[config.mk]
export PLATFORM = sky130hd
export DESIGN_NAME = axis_trigger_sequencer
export DESIGN_NICKNAME = d
export VERILOG_FILES = /design/src/rtl/axis_trigger_sequencer.sv
export SDC_FILE = /design/constraint.sdc
export NUM_CORES = 1
export LEC_CHECK = 0
export ABC_AREA = 1
export BUFFER_PORTS_ARGS = -buffer_cell sky130_fd_sc_hd__buf_4
export CAP_MARGIN = 20
export CORE_AREA = 5 5 114 116
export CTS_CLUSTER_DIAMETER = 40
export CTS_CLUSTER_SIZE = 20
export DETAILED_ROUTE_END_ITERATION = 8
export DIE_AREA = 0 0 119 121
export SYNTH_ARGS = -nofsm -noshare
export SYNTH_HDL_FRONTEND = slang
export SYNTH_SLANG_ARGS = --single-unit
export TNS_END_PERCENT = 30
[constraint.sdc]
create_clock -name aclk -period 2.73 [get_ports aclk]
set_clock_uncertainty 0.2 [all_clocks]
set_input_delay 0.4095 -clock aclk [delete_from_list [all_inputs] [get_ports aclk]]
set_output_delay 0.4095 -clock aclk [all_outputs]
set_load 0.05 [all_outputs]
[src/rtl/axis_trigger_sequencer.sv]
// ============================================================================
// Module   : axis_trigger_sequencer
// Purpose  : Scope acquisition sequencer. It runs pre-fill, arm, trigger and
//            post-fill phases, gates the AXI-Stream samples into the ring
//            writer and latches the ring position of the trigger sample.
//            Optional macro AUTO_TRIG_EN adds an auto-trigger timeout and
//            the auto_flag output.
// Revision : 1.0 - initial release
// ============================================================================
`default_nettype none

module axis_trigger_sequencer #(
    parameter int AXIS_TDATA_WIDTH = 32,
    parameter int CNTR_WIDTH       = 16,
    parameter int TMO_WIDTH        = 32
) (
    input  logic                        aclk,
    input  logic                        areset,
    input  logic                        run_flag,
    input  logic [CNTR_WIDTH-1:0]       pre_data,
    input  logic [CNTR_WIDTH-1:0]       post_data,
`ifdef AUTO_TRIG_EN
    input  logic [TMO_WIDTH-1:0]        tmo_data,
    output logic                        auto_flag,
`endif
    input  logic                        trg_flag,
    output logic                        armed_flag,
    output logic                        busy_flag,
    output logic                        done_flag,
    output logic [CNTR_WIDTH-1:0]       sts_data,
    output logic                        s_axis_tready,
    input  logic [AXIS_TDATA_WIDTH-1:0] s_axis_tdata,
    input  logic                        s_axis_tvalid,
    output logic [AXIS_TDATA_WIDTH-1:0] m_axis_tdata,
    output logic                        m_axis_tvalid
);

    typedef enum logic [2:0] {
        S_IDLE  = 3'd0,
        S_PRE   = 3'd1,
        S_ARMED = 3'd2,
        S_POST  = 3'd3,
        S_DONE  = 3'd4
    } state_t;

    localparam logic [CNTR_WIDTH-1:0] c_CNT_ONE = CNTR_WIDTH'(1);

    if (TMO_WIDTH < 1) begin : g_tmo_width_invalid
    end

    state_t                r_state_q, w_state_d;
    logic                  r_run_prev_q;
    logic [CNTR_WIDTH-1:0] r_pos_q, w_pos_d;
    logic [CNTR_WIDTH-1:0] r_cnt_q, w_cnt_d;
    logic [CNTR_WIDTH-1:0] r_sts_q, w_sts_d;
    logic                  r_armed_q, w_armed_d;
    logic                  r_busy_q, w_busy_d;
    logic                  r_done_q, w_done_d;
    logic [CNTR_WIDTH-1:0] w_post_last;
    logic                  w_tmo_hit;
    logic                  w_trig;
`ifdef AUTO_TRIG_EN
    logic [TMO_WIDTH-1:0]  r_tmo_q, w_tmo_d;
    logic                  r_via_q, w_via_d;
    logic                  r_auto_q, w_auto_d;
`endif

    always_comb begin
        w_state_d   = r_state_q;
        w_cnt_d     = r_cnt_q;
        w_sts_d     = r_sts_q;
        w_pos_d     = (r_busy_q && s_axis_tvalid) ? r_pos_q + c_CNT_ONE : r_pos_q;
        // post_data of 0 behaves as 1: the trigger beat is then the last beat
        w_post_last = (post_data > c_CNT_ONE) ? post_data - c_CNT_ONE : '0;
`ifdef AUTO_TRIG_EN
        w_tmo_d     = r_tmo_q;
        w_via_d     = r_via_q;
        w_auto_d    = r_auto_q;
        w_tmo_hit   = (tmo_data != '0) && (r_tmo_q == tmo_data);
`else
        w_tmo_hit   = 1'b0;
`endif
        w_trig      = s_axis_tvalid && (trg_flag || w_tmo_hit);

        case (r_state_q)
            S_IDLE: begin
                if (run_flag && !r_run_prev_q) begin
                    w_state_d = S_PRE;
                    w_pos_d   = '0;
                    w_cnt_d   = '0;
`ifdef AUTO_TRIG_EN
                    w_via_d   = 1'b0;
                    w_auto_d  = 1'b0;
`endif
                end
            end
            S_PRE: begin
                if (!run_flag) begin
                    w_state_d = S_IDLE;
                    w_cnt_d   = '0;
                end else if (pre_data == '0 ||
                             (s_axis_tvalid && r_cnt_q == pre_data - c_CNT_ONE)) begin
                    w_state_d = S_ARMED;
                    w_cnt_d   = '0;
`ifdef AUTO_TRIG_EN
                    w_tmo_d   = '0;
`endif
                end else if (s_axis_tvalid) begin
                    w_cnt_d = r_cnt_q + c_CNT_ONE;
                end
            end
            S_ARMED: begin
                if (!run_flag) begin
                    w_state_d = S_IDLE;
                    w_cnt_d   = '0;
                end else if (w_trig) begin
                    w_sts_d = r_pos_q;
`ifdef AUTO_TRIG_EN
                    w_via_d = !trg_flag;
`endif
                    if (w_post_last == '0) begin
                        w_state_d = S_DONE;
                        w_cnt_d   = '0;
`ifdef AUTO_TRIG_EN
                        w_auto_d  = !trg_flag;
`endif
                    end else begin
                        // the trigger beat is post sample number one
                        w_state_d = S_POST;
                        w_cnt_d   = c_CNT_ONE;
                    end
                end else begin
`ifdef AUTO_TRIG_EN
                    if (!w_tmo_hit) begin
                        w_tmo_d = r_tmo_q + TMO_WIDTH'(1);
                    end
`endif
                end
            end
            S_POST: begin
                if (!run_flag) begin
                    w_state_d = S_IDLE;
                    w_cnt_d   = '0;
                end else if (s_axis_tvalid) begin
                    if (r_cnt_q == w_post_last) begin
                        w_state_d = S_DONE;
                        w_cnt_d   = '0;
`ifdef AUTO_TRIG_EN
                        w_auto_d  = r_via_q;
`endif
                    end else begin
                        w_cnt_d = r_cnt_q + c_CNT_ONE;
                    end
                end
            end
            S_DONE: begin
                if (!run_flag) begin
                    w_state_d = S_IDLE;
                    w_cnt_d   = '0;
                end
            end
            default: begin
                w_state_d = S_IDLE;
                w_cnt_d   = '0;
            end
        endcase

        w_armed_d = (w_state_d == S_ARMED);
        w_busy_d  = (w_state_d == S_PRE) || (w_state_d == S_ARMED) || (w_state_d == S_POST);
        w_done_d  = (w_state_d == S_DONE);
    end

    // The edge detector resets high so a run_flag held through reset is not a start.
    always_ff @(posedge aclk) begin
        if (areset) begin
            r_state_q    <= S_IDLE;
            r_run_prev_q <= 1'b1;
            r_pos_q      <= '0;
            r_cnt_q      <= '0;
            r_sts_q      <= '0;
            r_armed_q    <= 1'b0;
            r_busy_q     <= 1'b0;
            r_done_q     <= 1'b0;
`ifdef AUTO_TRIG_EN
            r_tmo_q      <= '0;
            r_via_q      <= 1'b0;
            r_auto_q     <= 1'b0;
`endif
        end else begin
            r_state_q    <= w_state_d;
            r_run_prev_q <= run_flag;
            r_pos_q      <= w_pos_d;
            r_cnt_q      <= w_cnt_d;
            r_sts_q      <= w_sts_d;
            r_armed_q    <= w_armed_d;
            r_busy_q     <= w_busy_d;
            r_done_q     <= w_done_d;
`ifdef AUTO_TRIG_EN
            r_tmo_q      <= w_tmo_d;
            r_via_q      <= w_via_d;
            r_auto_q     <= w_auto_d;
`endif
        end
    end

    assign armed_flag    = r_armed_q;
    assign busy_flag     = r_busy_q;
    assign done_flag     = r_done_q;
    assign sts_data      = r_sts_q;
`ifdef AUTO_TRIG_EN
    assign auto_flag     = r_auto_q;
`endif
    assign s_axis_tready = 1'b1;
    assign m_axis_tdata  = s_axis_tdata;
    assign m_axis_tvalid = s_axis_tvalid && r_busy_q && !areset;

endmodule

`default_nettype wire

# ---- Word-level counts from Yosys, hierarchy flattened
# Index checks and enable logic that the tools add are counted.
dict set report totals {
  out_inout_bits 53
  regBits 55
  inputBits 69
  elab_cells 70
}
dict set report op_classes {
  order_cmp 1
  n_eq_ne 15
  n_reduce_logical 15
  muxes 27
  add_sub_neg 4
}
# operator count
set ops {}
lappend ops {{2-to-1 mux 16 bit} 14}
lappend ops {{one-hot mux 16 bit (5 select lines)} 1}
lappend ops {{adder 16 x 1 -> 16 bit (second input constant)} 2}
lappend ops {{== test 16 bit} 2}
lappend ops {{zero test 16 bit} 2}
lappend ops {{subtractor 16 x 1 -> 16 bit (second input constant)} 2}
lappend ops {{2-to-1 mux 3 bit} 10}
lappend ops {{> comparator 16 x 1 -> 1 bit (second input constant)} 1}
lappend ops {{one-hot mux 3 bit (5 select lines)} 1}
lappend ops {{== test 3 x 2 -> 1 bit (second input constant)} 4}
lappend ops {{== test 3 x 1 -> 1 bit (second input constant)} 2}
lappend ops {{== test 3 bit (second input constant)} 2}
lappend ops {{inequality test 3 bit (second input constant)} 2}
lappend ops {{logical AND 1 bit} 5}
lappend ops {{AND reduction 5 bit} 1}
lappend ops {{inequality test 2 bit (second input constant)} 2}
lappend ops {{inequality test 4 bit (second input constant)} 1}
lappend ops {{zero test 3 bit} 1}
lappend ops {{logical OR 1 bit} 3}
lappend ops {{AND reduction 3 bit} 1}
lappend ops {{zero test 1 bit} 2}
lappend ops {{2-to-1 mux 1 bit} 1}

# ---- Logic depth before layout (Yosys ltp)
dict set report logic_depth {
  word_depth 10
  depth_mapped 20
  mapped_depth_nobuf 19
}

# ---- Worst setup path after synthesis
# OpenSTA, ideal clock, no wires.
dict set report synth_timing {
  path_type {in2reg}
  start {input post_data[0]}
  end {register r_cnt_q[5]}
  stages 17
  setup_slack_ns 0.254
  arrival_time_ns 2.144
  setup_time_ns 0.132
  cell_sequence {inv_1 > ha_1 > o21ai_0 > nor2_1 > nand2_1 > buf_4 > nand4_1 > nand2_1 > inv_1 > nor2_1 > nand3b_1 > nand3b_1 > nand2_1 > nand2_2 > buf_6 > nand3b_1 > a21oi_1}
}
dict set report synth_via {
  elab_chain_cells 7
  word_cells_on_any_way 8
  cone_classes {1 x add/sub; 1 x order compare; 1 x eq/ne; 5 x mux}
}
# item line_no
set synth_lines {}
lappend synth_lines {{from (decl)} 21} ;# input logic [CNTR_WIDTH-1:0] post_data,
lappend synth_lines {{subtractor 16 x 1 -> 16 bit or > comparator 16 x 1 -> 1 bit (tied branches)} 74} ;# w_post_last = (post_data > c_CNT_ONE) ? post_data - c_CNT_ONE : '0;
lappend synth_lines {{2-to-1 mux 16 bit (*)} 74}
lappend synth_lines {{== test 16 bit (*)} 145} ;# if (r_cnt_q == w_post_last) begin
lappend synth_lines {{2-to-1 mux 16 bit (*)} 145}
lappend synth_lines {{2-to-1 mux 16 bit (*)} 144} ;# end else if (s_axis_tvalid) begin
lappend synth_lines {{2-to-1 mux 16 bit (*)} 141} ;# if (!run_flag) begin
lappend synth_lines {{one-hot mux 16 bit (5 select lines) (*)} 85} ;# case (r_state_q)
lappend synth_lines {{to (signal assigned)} 193} ;# r_cnt_q <= w_cnt_d;
lappend synth_lines {{to (decl)} 54} ;# logic [CNTR_WIDTH-1:0] r_cnt_q, w_cnt_d;
# Every way passes the cells marked *; elsewhere a longest branch is shown, timed or not. The select of a mux whose other input is x is not followed.
# A chain may end at the register's enable or synchronous reset.

# ---- Final worst setup path
dict set report layout_timing {
  start {input post_data[0]}
  end {register r_cnt_q[3]}
}
# The elaborated chain is that of the path after synthesis.

==> run_results.csv <==
group,metric,value,unit
status,outcome,"complete, no violations",
yosys,yosys.area.top_type,"dfxtp_1",
yosys,synth_top_family_by_area,"simple AND/OR/NAND/NOR gates",
route,drt_pre_antenna_iters,5,
yosys,synthTopCellsByArea,"dfxtp_1, nand2_1, nor2_1",
placement,placed_cell_area,5200,um2
route,routed.top_layer,"met4",
route,dr_total_vias,4930,
timing,tightest_slew,551,ps
yosys,synth_nets,831,
yosys,synth-main-ff-cell,"dfxtp_1",
route,wl_per_cell,14.8,um
layout,diodes,0,
grt,antenna_found_initial,0,
grt,grt_pass1_vias,4644,
grt,grt_start_max_net_pins,24,
timing,min_period_over_period,0.917,
floorplanning,fp.dieArea,14400,um2
yosys,synth.area.mux_share,0,
placement,place.gp.congestion,0.987,
floorplanning,die_w,119,um
critical_path,worstSetupStartpointType,"input port",
grt,overflow,0,
placement,place_hpwl,11600,um
timing,finalMaxSlewViolations,0,
yosys,avgSynthCellArea,6.09,um2
yosys,yosys.area_share.adder,0.0163,
yosys,synth_top_cell_area_share,0.239,
floorplanning,core,11800,um2
cts,postCtsHoldBufs,0,
route,wl,14200,um
yosys,yosysWarnings,0,
grt,grt_pass1_wl,22900,um
grt,track_usage,0.194,
min_path,hp-class,"input port to flop",
yosys,synth_compound_area_frac,0.0867,
yosys,synthArstFlopShare,0,
critical_path,cp_max_fo,15,
route,drtAntennaViolNets,0,
floorplanning,rows,40,
route,dr_wl_met2,6560,um
floorplanning,start_util,0.390,
timing,holdWs,230,ps
layout,area_growth,18.1,%
yosys,synth_cells,756,
layout,layout.nets,890,
yosys,synth_xor_area_frac,0.0644,
timing,setup_viol,0,
yosys,synth_cell_type_count,41,
timing,min_period,2500,ps
timing,maxSlewHeadroom,0.632,
cts,cts_buffers,5,
route,drt-initial-drc-count,317,
yosys,synth_edf_count,0,
layout,final_cells,963,
timing,timing.fmax,399,MHz
layout,drive_gt1_frac,0.191,
layout,final_area,5440,um2
yosys,netlist_top_cells_count,"nand2_1, nor2_1, inv_1",
power,power_density,346,nW/um2
yosys,synth.most_common_cell,"nand2_1",
critical_path,arrival,2490,ps
cts,clockRootBuffer,"clkbuf_16",
yosys,synth-seq-cells,55,
critical_path,cp.required,2720,ps
placement,numPortBuffers,56,
job,drv_cap,0,
cts,cts_sinks,55,
cts,h-tree-depth,2,
yosys,synth-seq-area-share,0.239,
cts,clk_transition_reported_paths,70,ps
yosys,yosys.area_share.simple,0.448,
cts,clk_path_buf_depth,2,
floorplanning,dieHeight,121,um
power,ir_worst_vdd,0.251,mV
cts,cts_tree,"yes",
route,routed_via_density,5.12,
floorplanning,io_pins,122,
cts,clock_latency,290,ps
placement,placed_cells,953,
timing,rsz0062_at_grt,"yes",
power,p_leak,2.49,nW
timing,final-hold-violation-count,0,
route,drc,0,
route,met3_length,854,um
critical_path,endpoint_kind,"flop",
critical_path,path_class,"input port to flop",
power,finalPower,0.00188,W
yosys,syn-cell-area,4600,um2
route,wl_met1,6450,um
==> layer usage <==
| layer | GRT usage | vias up |
|---|---|---|
| li1 | - | 2510 |
| met1 | 0.249 | 2223 |
| met2 | 0.329 | 165 |
| met3 | 0.0336 | 32 |
| met4 | 0.0623 | 0 |
| met5 | 0 | - |
==> cell usage in the layout, fill, tap and decap left out, drive strengths merged, types with 4 or more instances in the layout <==
cell      n
o21bai    4
dfxtp    55
ha        6
nand4    24
o21ai    30
clkbuf    6
xnor2     8
nor2    129
nand3b   15
inv      81
nor3     18
xor2     25
a21oi    34
nand3    68
buf     105
nand2   185
==> cells by family after synthesis <==
group                    Yosys count
AO/OA/AOI/OAI                     75
XOR/XNOR                          33
adder cells (fa/ha/maj)            6
buffers and inverters            135
flip-flops                        55
other                              1
AND/OR/NAND/NOR                  451
==> what timing repair did <==
action                     4_1_cts  5_1_grt
setup endpoints to repair        0       20
resized for setup                0       13
setup buffers                    0        1
==> power by group <==
group	internal [W]	switching, W	total [W]
clock network	0.000437	0.000283	0.000720
registers	0.000808	0.00000938	0.000817
logic	0.000135	0.000210	0.000344
==> state kept, by name (all words and copies together), names as in the netlist <==
| name | cells |
|---|---|
| busy_flag | 1 |
| r_run_prev_q | 1 |
| r_pos_q | 16 |
| r_cnt_q | 16 |
| r_state_q | 3 |
| sts_data | 16 |
| armed_flag | 1 |
| done_flag | 1 |
==> per-stage QoR <==
step,setup TNS [ps],utilization,setup WS (ps)
floorplan,0,-,254
global placement,-2010,0.441,-164
detailed placement,-2990,0.441,-184
CTS,0,0.455,100
global route,-22.6,0.460,-21.3
finish,0,0.460,226
==> worst paths after layout <==
kind,end,start,depth (start not counted),slack [ps]
max reg2reg,r_cnt_q[14],r_cnt_q[0],12,310
max,r_cnt_q[3],post_data[0],20,230
min,r_run_prev_q,run_flag,3,230
min reg2reg,r_pos_q[8],r_pos_q[8],2,310
==> layout make-up <==
type,instances,area (um2)
fillers,1243,6370
multi-input cells,566,2880
flip-flops and latches,55,1100
repair buffers,105,793
inverters,82,310
well taps,147,184
clock buffers,6,129
clock inverters,2,38.8
==> worst max-delay path, stage by stage <==
cell and delay (ps):
buf_4 80, inv_1 40, ha_1 200, buf_4 140, nand2_2 160, nor2_4 70, buf_4 130, nand2_1 80
nand3_1 100, nand2_1 70, nand2_1 80, nand3b_1 170, nor2_1 110, nand3b_1 160, nand2_2 130, nand2_4 120
nand3_1 90, nand2_1 50, nand2_1 50, inv_1 30
Power figures use the tool's default switching activity.
